==> src/rtl/ttc_dispatch_pkg.sv <==
// Shared definitions for the TTC interrupt dispatcher.
//   state_e      : dispatcher FSM states
//   NUM_SRC_DEF  : default number of interrupt sources
//   EVT_ID_W     : width of the event source index
package ttc_dispatch_pkg;

   localparam int NUM_SRC_DEF = 6;
   localparam int EVT_ID_W    = 3;

   typedef enum logic [2:0] {
      ST_IDLE     = 3'd0,
      ST_CAPTURE  = 3'd1,
      ST_CLEAR    = 3'd2,
      ST_CHECK    = 3'd3,
      ST_DISPATCH = 3'd4
   } state_e;

endpackage

==> src/rtl/ttc_prio_pick.sv <==
// Combinational lowest-set-bit picker.
//   vec_i : request vector
//   idx_o : index of the lowest set bit (0 when vec_i is zero)
//   any_o : high when any bit of vec_i is set
module ttc_prio_pick #(
   parameter int W     = 6,
   parameter int IDX_W = 3
) (
   input  logic [W-1:0]     vec_i,
   output logic [IDX_W-1:0] idx_o,
   output logic             any_o
);

   // Scanning from the top down lets the lowest set bit win the last assignment.
   always_comb begin
      idx_o = '0;
      any_o = 1'b0;
      for (int i = W - 1; i >= 0; i--) begin
         if (vec_i[i]) begin
            idx_o = IDX_W'(i);
            any_o = 1'b1;
         end
      end
   end

endmodule

==> src/rtl/ttc_intr_dispatch_lite.sv <==
// Service side of the TTC interrupt collector: captures the collector status,
// drains it with a clear pulse (re-issued if blocked), then hands each pending
// source to the handler over a valid/ready channel, lowest index first.
//
// Ports
//   pclk, p_reset          : clock, synchronous active-high reset
//   interrupt, intr_status : collector interrupt level and status register
//   clear_interrupt        : one-cycle clear request to the collector
//   evt_valid/evt_id/evt_ready : dispatch channel
//   busy                   : FSM not in IDLE
//   clr_err, clr_err_ack   : sticky clear-failure flag and its acknowledge
//   stat_sel, stat_cnt     : per-source event counter read port
//
// Optional feature: define TTC_DISPATCH_STATS_EN for per-source saturating
// dispatch counters; without it stat_cnt reads 0 and stat_sel is ignored.
//
// state       | meaning
// ------------+-----------------------------------------------------------
// ST_IDLE     | waiting for the collector interrupt level
// ST_CAPTURE  | snapshot intr_status; zero status is spurious -> IDLE
// ST_CLEAR    | clear_interrupt asserted for this single cycle
// ST_CHECK    | verify snapshotted bits dropped; retry clear or flag clr_err
// ST_DISPATCH | present pending sources lowest-first until all accepted
module ttc_intr_dispatch_lite
   import ttc_dispatch_pkg::*;
#(
   parameter int NUM_SRC   = NUM_SRC_DEF,
   parameter int MAX_RETRY = 3,
   parameter int CNT_W     = 8
) (
   input  logic                pclk,
   input  logic                p_reset,
   input  logic                interrupt,
   input  logic [NUM_SRC-1:0]  intr_status,
   output logic                clear_interrupt,
   output logic                evt_valid,
   output logic [EVT_ID_W-1:0] evt_id,
   input  logic                evt_ready,
   output logic                busy,
   output logic                clr_err,
   input  logic                clr_err_ack,
   input  logic [EVT_ID_W-1:0] stat_sel,
   output logic [CNT_W-1:0]    stat_cnt
);

   localparam int RETRY_W = (MAX_RETRY > 0) ? $clog2(MAX_RETRY + 1) : 1;
   localparam logic [RETRY_W-1:0] RETRY_MAX = RETRY_W'(MAX_RETRY);

   state_e               state_q, state_d;
   logic [NUM_SRC-1:0]   snap_q, snap_d;
   logic [NUM_SRC-1:0]   pend_q, pend_d;
   logic [RETRY_W-1:0]   retry_q, retry_d;
   logic                 clr_err_q, clr_err_d;

   logic [EVT_ID_W-1:0]  pick_idx;
   logic                 pick_any;
   logic                 accept;

   ttc_prio_pick #(
      .W     (NUM_SRC),
      .IDX_W (EVT_ID_W)
   ) u_pick (
      .vec_i (pend_q),
      .idx_o (pick_idx),
      .any_o (pick_any)
   );

   always_ff @(posedge pclk) begin
      if (p_reset) begin
         state_q   <= ST_IDLE;
         snap_q    <= '0;
         pend_q    <= '0;
         retry_q   <= '0;
         clr_err_q <= 1'b0;
      end else begin
         state_q   <= state_d;
         snap_q    <= snap_d;
         pend_q    <= pend_d;
         retry_q   <= retry_d;
         clr_err_q <= clr_err_d;
      end
   end

   always_comb begin
      state_d         = state_q;
      snap_d          = snap_q;
      pend_d          = pend_q;
      retry_d         = retry_q;
      clr_err_d       = clr_err_q;
      clear_interrupt = 1'b0;
      evt_valid       = 1'b0;
      evt_id          = '0;

      // Acknowledge first so a same-cycle set below overrides it.
      if (clr_err_ack) clr_err_d = 1'b0;

      case (state_q)
         ST_IDLE: begin
            if (interrupt) state_d = ST_CAPTURE;
         end
         ST_CAPTURE: begin
            snap_d  = intr_status;
            pend_d  = intr_status;
            retry_d = '0;
            state_d = (intr_status == '0) ? ST_IDLE : ST_CLEAR;
         end
         ST_CLEAR: begin
            clear_interrupt = 1'b1;
            state_d         = ST_CHECK;
         end
         ST_CHECK: begin
            // Only snapshotted bits matter; newly arrived bits stay in the
            // collector and are picked up on the next pass.
            if ((intr_status & snap_q) == '0) begin
               retry_d = '0;
               state_d = ST_DISPATCH;
            end else if (retry_q < RETRY_MAX) begin
               retry_d = retry_q + 1'b1;
               state_d = ST_CLEAR;
            end else begin
               clr_err_d = 1'b1;
               retry_d   = '0;
               state_d   = ST_DISPATCH;
            end
         end
         ST_DISPATCH: begin
            evt_valid = pick_any;
            evt_id    = pick_idx;
            if (!pick_any) begin
               state_d = ST_IDLE;
            end else if (evt_ready) begin
               pend_d = pend_q & ~(NUM_SRC'(1) << pick_idx);
               if (pend_d == '0) state_d = ST_IDLE;
            end
         end
         default: state_d = ST_IDLE;
      endcase
   end

   assign busy    = (state_q != ST_IDLE);
   assign clr_err = clr_err_q;
   assign accept  = evt_valid & evt_ready;

`ifdef TTC_DISPATCH_STATS_EN
   logic [CNT_W-1:0] cnt_q [NUM_SRC];
   logic [CNT_W-1:0] cnt_d [NUM_SRC];

   for (genvar g = 0; g < NUM_SRC; g++) begin : g_cnt
      always_comb begin
         cnt_d[g] = cnt_q[g];
         if (accept && (pick_idx == EVT_ID_W'(g)) && (cnt_q[g] != '1)) begin
            cnt_d[g] = cnt_q[g] + 1'b1;
         end
      end

      always_ff @(posedge pclk) begin
         if (p_reset) cnt_q[g] <= '0;
         else         cnt_q[g] <= cnt_d[g];
      end
   end

   // Selects beyond NUM_SRC match no counter and read 0.
   always_comb begin
      stat_cnt = '0;
      for (int i = 0; i < NUM_SRC; i++) begin
         if (stat_sel == EVT_ID_W'(i)) stat_cnt = cnt_q[i];
      end
   end
`else
   logic unused_stat;
   assign unused_stat = ^{stat_sel, accept};
   assign stat_cnt    = '0;
`endif

endmodule

==> config.mk <==
export PLATFORM = sky130hd
export DESIGN_NAME = ttc_intr_dispatch_lite
export DESIGN_NICKNAME = d
export VERILOG_FILES = /design/src/rtl/ttc_dispatch_pkg.sv /design/src/rtl/ttc_prio_pick.sv /design/src/rtl/ttc_intr_dispatch_lite.sv
export SDC_FILE = /design/constraint.sdc
export NUM_CORES = 1
export LEC_CHECK = 0
export ABC_AREA = 1
export CELL_PAD_IN_SITES_DETAIL_PLACEMENT = 0
export CELL_PAD_IN_SITES_GLOBAL_PLACEMENT = 2
export CORE_ASPECT_RATIO = 1.75
export CORE_UTILIZATION = 25
export DETAILED_ROUTE_END_ITERATION = 7
export GPL_TIMING_DRIVEN = 0
export PLACE_DENSITY = 0.79
export REMOVE_ABC_BUFFERS = 1
export SLEW_MARGIN = 25
export SYNTH_ARGS = -nofsm -noshare
export SYNTH_HDL_FRONTEND = slang
export SYNTH_SLANG_ARGS = --single-unit
==> constraint.sdc <==
create_clock -name pclk -period 1.6 [get_ports pclk]
set_clock_uncertainty 0.1 [all_clocks]
set_input_delay 0.32 -clock pclk [delete_from_list [all_inputs] [get_ports pclk]]
set_output_delay 0.32 -clock pclk [all_outputs]
set_load 0.005 [all_outputs]
# Word level (Yosys, flattened, before mapping)
# Index checks and enable logic that the tools add are counted.
# totals
reg_bits,18
# classes
n_reduce_logical,9
n_addsub,1
order_cmp,1
bitwise_logic,3
muxes,33
n_eq_ne,9
n_shift,1
# ops
op,count
$mux 3,13
$logic_not 6->1,3
$pmux 3 s5,1
$and 6x6->6,2
$mux 1,12
$mux 6,2
$pmux 6 s2,1
$eq 3x2->1 const B,2
$mux 2,3
$ne 2x2->1 const B,3
$ne 3x3->1 const B,2
$not 6->6,1
$reduce_and 3->1,2
$shl 1x3->6 const A,1
$pmux 2 s2,1
$reduce_bool 2->1,2
$eq 3x1->1 const B,1
$eq 3x3->1 const B,1
$logic_not 3->1,1
$reduce_bool 3->1,1
$add 2x1->2 const B,1
$lt 2x2->1 const B,1

# Logic depth before layout (Yosys ltp)
# depth
word_depth,14
mapped_depth,10

# Modules after synthesis
# From an unflattened synthesis, not the netlist that was laid out.
# unflattened
hier_cells,172
area_unflattened_um2,1091.0
# by_module_without_submodules
module,cells_per_inst,n_inst,seq_area_each_um2,area_per_inst_um2
ttc_intr_dispatch_lite,157,1,360.3,1018.5
ttc_prio_pick,15,1,0.0,72.6

# Worst setup path before layout
# Ideal clock, no wire load.
# synth_path
path_kind,reg-to-reg
startpoint,register state_q[0]
endpoint,register pend_q[4]
n_path_buf,0
setup_ps,117
arrival_time_ps,1079
slack_ps,304
stages_incl_launch_ff,9
required_ps,1383
cell_sequence,dfxtp_1 inv_2 or2_4 nor2_4 inv_2 nand2_4 o21ai_1 nor2_1 nor2_1
# synth_between
elab_chain_cells,3
elab_cells_between_ends,7
classes_between,eq/ne (4); mux (1); reduce/logical (2)
# synth_rtl
element,line_no,text
from (decl),ttc_intr_dispatch_lite.sv:49,"state_e state_q, state_d;"
from (signal assigned),ttc_intr_dispatch_lite.sv:76,state_q <= state_d;
$eq 3x3->1 / $eq 3x1->1 (equally long branches),ttc_intr_dispatch_lite.sv:97,case (state_q)
$ne 2x2->1 (no line) / $reduce_bool 2->1 (equally long branches),n/a,
$reduce_and 3->1 (no line),n/a,
to (signal assigned),ttc_intr_dispatch_lite.sv:78,pend_q <= pend_d;
to (decl),ttc_intr_dispatch_lite.sv:51,"logic [NUM_SRC-1:0] pend_q, pend_d;"
# Parallel ways exist; a longest one is shown, timed or not.
# A chain may end at the register's enable or synchronous reset.

# Worst setup path after layout
# layout_path
startpoint,register state_q[1]
endpoint,output port evt_id[2]
# layout_between
elab_chain_cells,2
# layout_rtl
element,line_no,text
$eq 3x3->1,ttc_intr_dispatch_lite.sv:97,
$mux 3,ttc_intr_dispatch_lite.sv:97,
to (decl),ttc_intr_dispatch_lite.sv:37,"output logic [EVT_ID_W-1:0] evt_id,"
# Every way passes these cells.

==> metrics.md <==
| Metric | Value |
|---|---|
| Status | complete, but fails checks |
| Failing checks | setup timing |
| Grt total ovfl | 0 |
| Starting Density | 26.8% |
| Antenna violations before repair | 0 |
| Worst setup margin | -43.6 ps |
| Slew Viols, Final | 0 |
| Core Box Area | 0.00394 mm2 |
| CTS Buf Count | 3 |
| Cells after Synth | 155 |
| Crit-path max FO | 4 |
| Top cell family by delay on the critical path | buffers and inverters |
| CP Capture Type | primary output |
| Clock Path Buffers | 2 |
| Power per cell area | 939 mW/mm2 |
| Yosys top cell by area | dfxtp_1 |
| F_max | 608 MHz |
| First-pass GRT wire length | 4270 um |
| Vias per cell | 4.52 |
| 1st-iter DRT viols | 22 |
| Ys async rst share | 0% |
| Worst Setup Path Type | reg -> out |
| Total track usage | 12.6% |
| Worst-path clk slew | 70 ps |
| Tmin final | 1640 ps |
| Largest net degree at the start of global routing | 13 |
| Final HPWL DP | 1960 um |
| HP Class | reg -> reg |
| Final ANT Viol Nets | 0 |
| Final Hold Viols | 0 |
| # DRC | 0 |
| Leakage Power | 0.648 nW |
| ANT cells | 0 |
| Top-area cell type share of the netlist area | 34.2% |
| Cell area after layout | 0.00146 mm2 |
| Sequential fraction of the synthesis area | 34.2% |
| IR drop worst, VDD | 0.549 mV |
| Dpl cell area | 0.00124 mm2 |
| Max Cap Viol | 0 |
| # IOs | 29 |
| Share of cells above drive strength 1 | 30.5% |
| Wirelength per Cell | 11.5 um |
| Area Growth Syn to Fin | 38.8% |
| Synthesis-stage register bit count | 18 |
| Total Power | 1.38 mW |
| Worst Path Required | 1180 ps |
| Vias in the first global route | 974 |
| RSZ-0062 raised after global routing | yes |
| Crit path DAT | 1220 ps |
| Cell variety after synth | 29 |
| Mean post-synth cell area | 6.80 um2 |
| Count leader, synth | nand2_1 |
| Commonest cells post-synth | nand2_1, dfxtp_1, nor2_1 |
| Height of the die | 87.9 um |
| WL final | 2700 um |
| TritonCTS clock tree | yes |
| Crit path top cell by count | inv_4 |
| PortBufs | 17 |
| Worst stage delay on the critical path | 360 ps |
| Clk Latency, worst-skew pair | 250 ps |
| Vias | 1,062 |
| WP buf/inv | 4 |
| Synth area leaders | dfxtp_1, nand2_1, o21ai_0 |
| Htree depth | 1 |
| FILL cells | 457 |
| Critical path depth in cells | 7 |
| Clock sinks | 18 |
| Post-synth top flop | dfxtp_1 |
| Worst path cell trace | inv_4, buf_6, nand3_4, inv_4, nand2_4, nor2_2, buf_2 |
| Period utilization | 103% |
| WHS | 377 ps |
| Die ar. | 0.00449 mm2 |
| Chip width | 51.1 um |
| Nets | 203 |
| DR pass1 iterations | 4 |
| Root Driver | clkbuf_8 |
| Post-synth EDFFs | 0 |
| CP Launch Type | flip-flop |
| Ys Warns | 0 |
| Slowest CP cell | dfxtp_4 |
| FF-to-FF path depth | 12 |
| Setup-failing EPs final | 3 |
| Netlist Area Pre-Place | 0.00105 mm2 |
| Routability cong. | 0.772 |
| WHS Path Cells | 2 |
| Rows | 30 |
[through the flow]
step | setup WS, ps | std cells | util, % | setup TNS, ps
detailed placement | -255 | 217 | 31.4 | -1900
global placement | -245 | 217 | 31.4 | -2030
CTS | -147 | 230 | 35.0 | -223
floorplan | 208 | 152 | - | 0
finish | -43.6 | 235 | 37.1 | -104
global route | -103 | 235 | 37.1 | -361
[final cells by class]
class	count	area (um2)	area share, %
multi-input cells	113	624	42.6
flip-flops and latches	18	375	25.6
clock buffers	4	55.1	3.76
well taps	48	60.1	4.10
repair buffers	31	260	17.8
inverters	21	88.8	6.07
[kinds of logic after synthesis]
kind of cell,synth area share [%]
simple gates,30.0
flops,34.2
buf+inv,15.1
compound gates,19.2
other cells,0.356
fa+ha+maj,1.19
[cell usage in the layout, fill, tap and decap left out, drive strengths merged]
cell type      instances
conb                   8
clkdlybuf4s50         11
o21ai                 19
a211oi                 1
or2                    2
nor3                   2
a21oi                 17
ha                     1
nand4                  2
dlygate4sd2            1
and2                   1
nand3                  7
nor2                  20
inv                   21
buf                   18
clkbuf                 5
dfxtp                 18
nand2                 32
o21a                   1
[power by group]
group | switching [mW] | total, mW | internal (mW)
Sequential | 0.0528 | 0.558 | 0.505
Combinational | 0.235 | 0.440 | 0.205
Clock | 0.158 | 0.377 | 0.219
[flip-flops by register name (all words and copies together), names as in the netlist]
signal,count
pend_q,6
state_q,3
clr_err,1
snap_q,6
retry_q,2
[layer usage]
layer / share of wire (%) / global-route usage, % / routed length [um]
met1: 40 / 13.4 / 1090
met2: 55 / 24.2 / 1480
met3: 3.7 / 1.39 / 100
met4: 1.3 / 5.30 / 34
met5: 0 / 0 / 0
[repair_timing]
| item | 4_1_cts | 5_1_grt |
|---|---|---|
| buffers inserted | 9 | 5 |
| endpoints found under the setup margin | 6 | 14 |
| gates resized for setup | 31 | 19 |
| hold buffers | 0 | 0 |
| pin swaps | 7 | 10 |
[worst reg2reg max path, cell delays in order, from the launching register on]
cell and delay, ps:
dfxtp_4 360, inv_4 70, buf_6 90, nand3_4 110, inv_4 100, nand2_2 50
nand2_2 70, buf_6 100, nand2_4 60, nand2_8 100, o21ai_2 60, nor2_1 110
nor2_1 60
[path summary, 6_finish.rpt]
kind	from	endpoint	slack, ps
setup / recovery	state_q[1]$_SDFFE_PP0P_	evt_id[2]	-40
hold / removal	clr_err$_SDFF_PP0_	clr_err$_SDFF_PP0_	380
setup reg to reg	state_q[1]$_SDFFE_PP0P_	pend_q[4]$_SDFFE_PP0P_	50
hold reg to reg	clr_err$_SDFF_PP0_	clr_err$_SDFF_PP0_	380
Power figures use the tool's default switching activity.
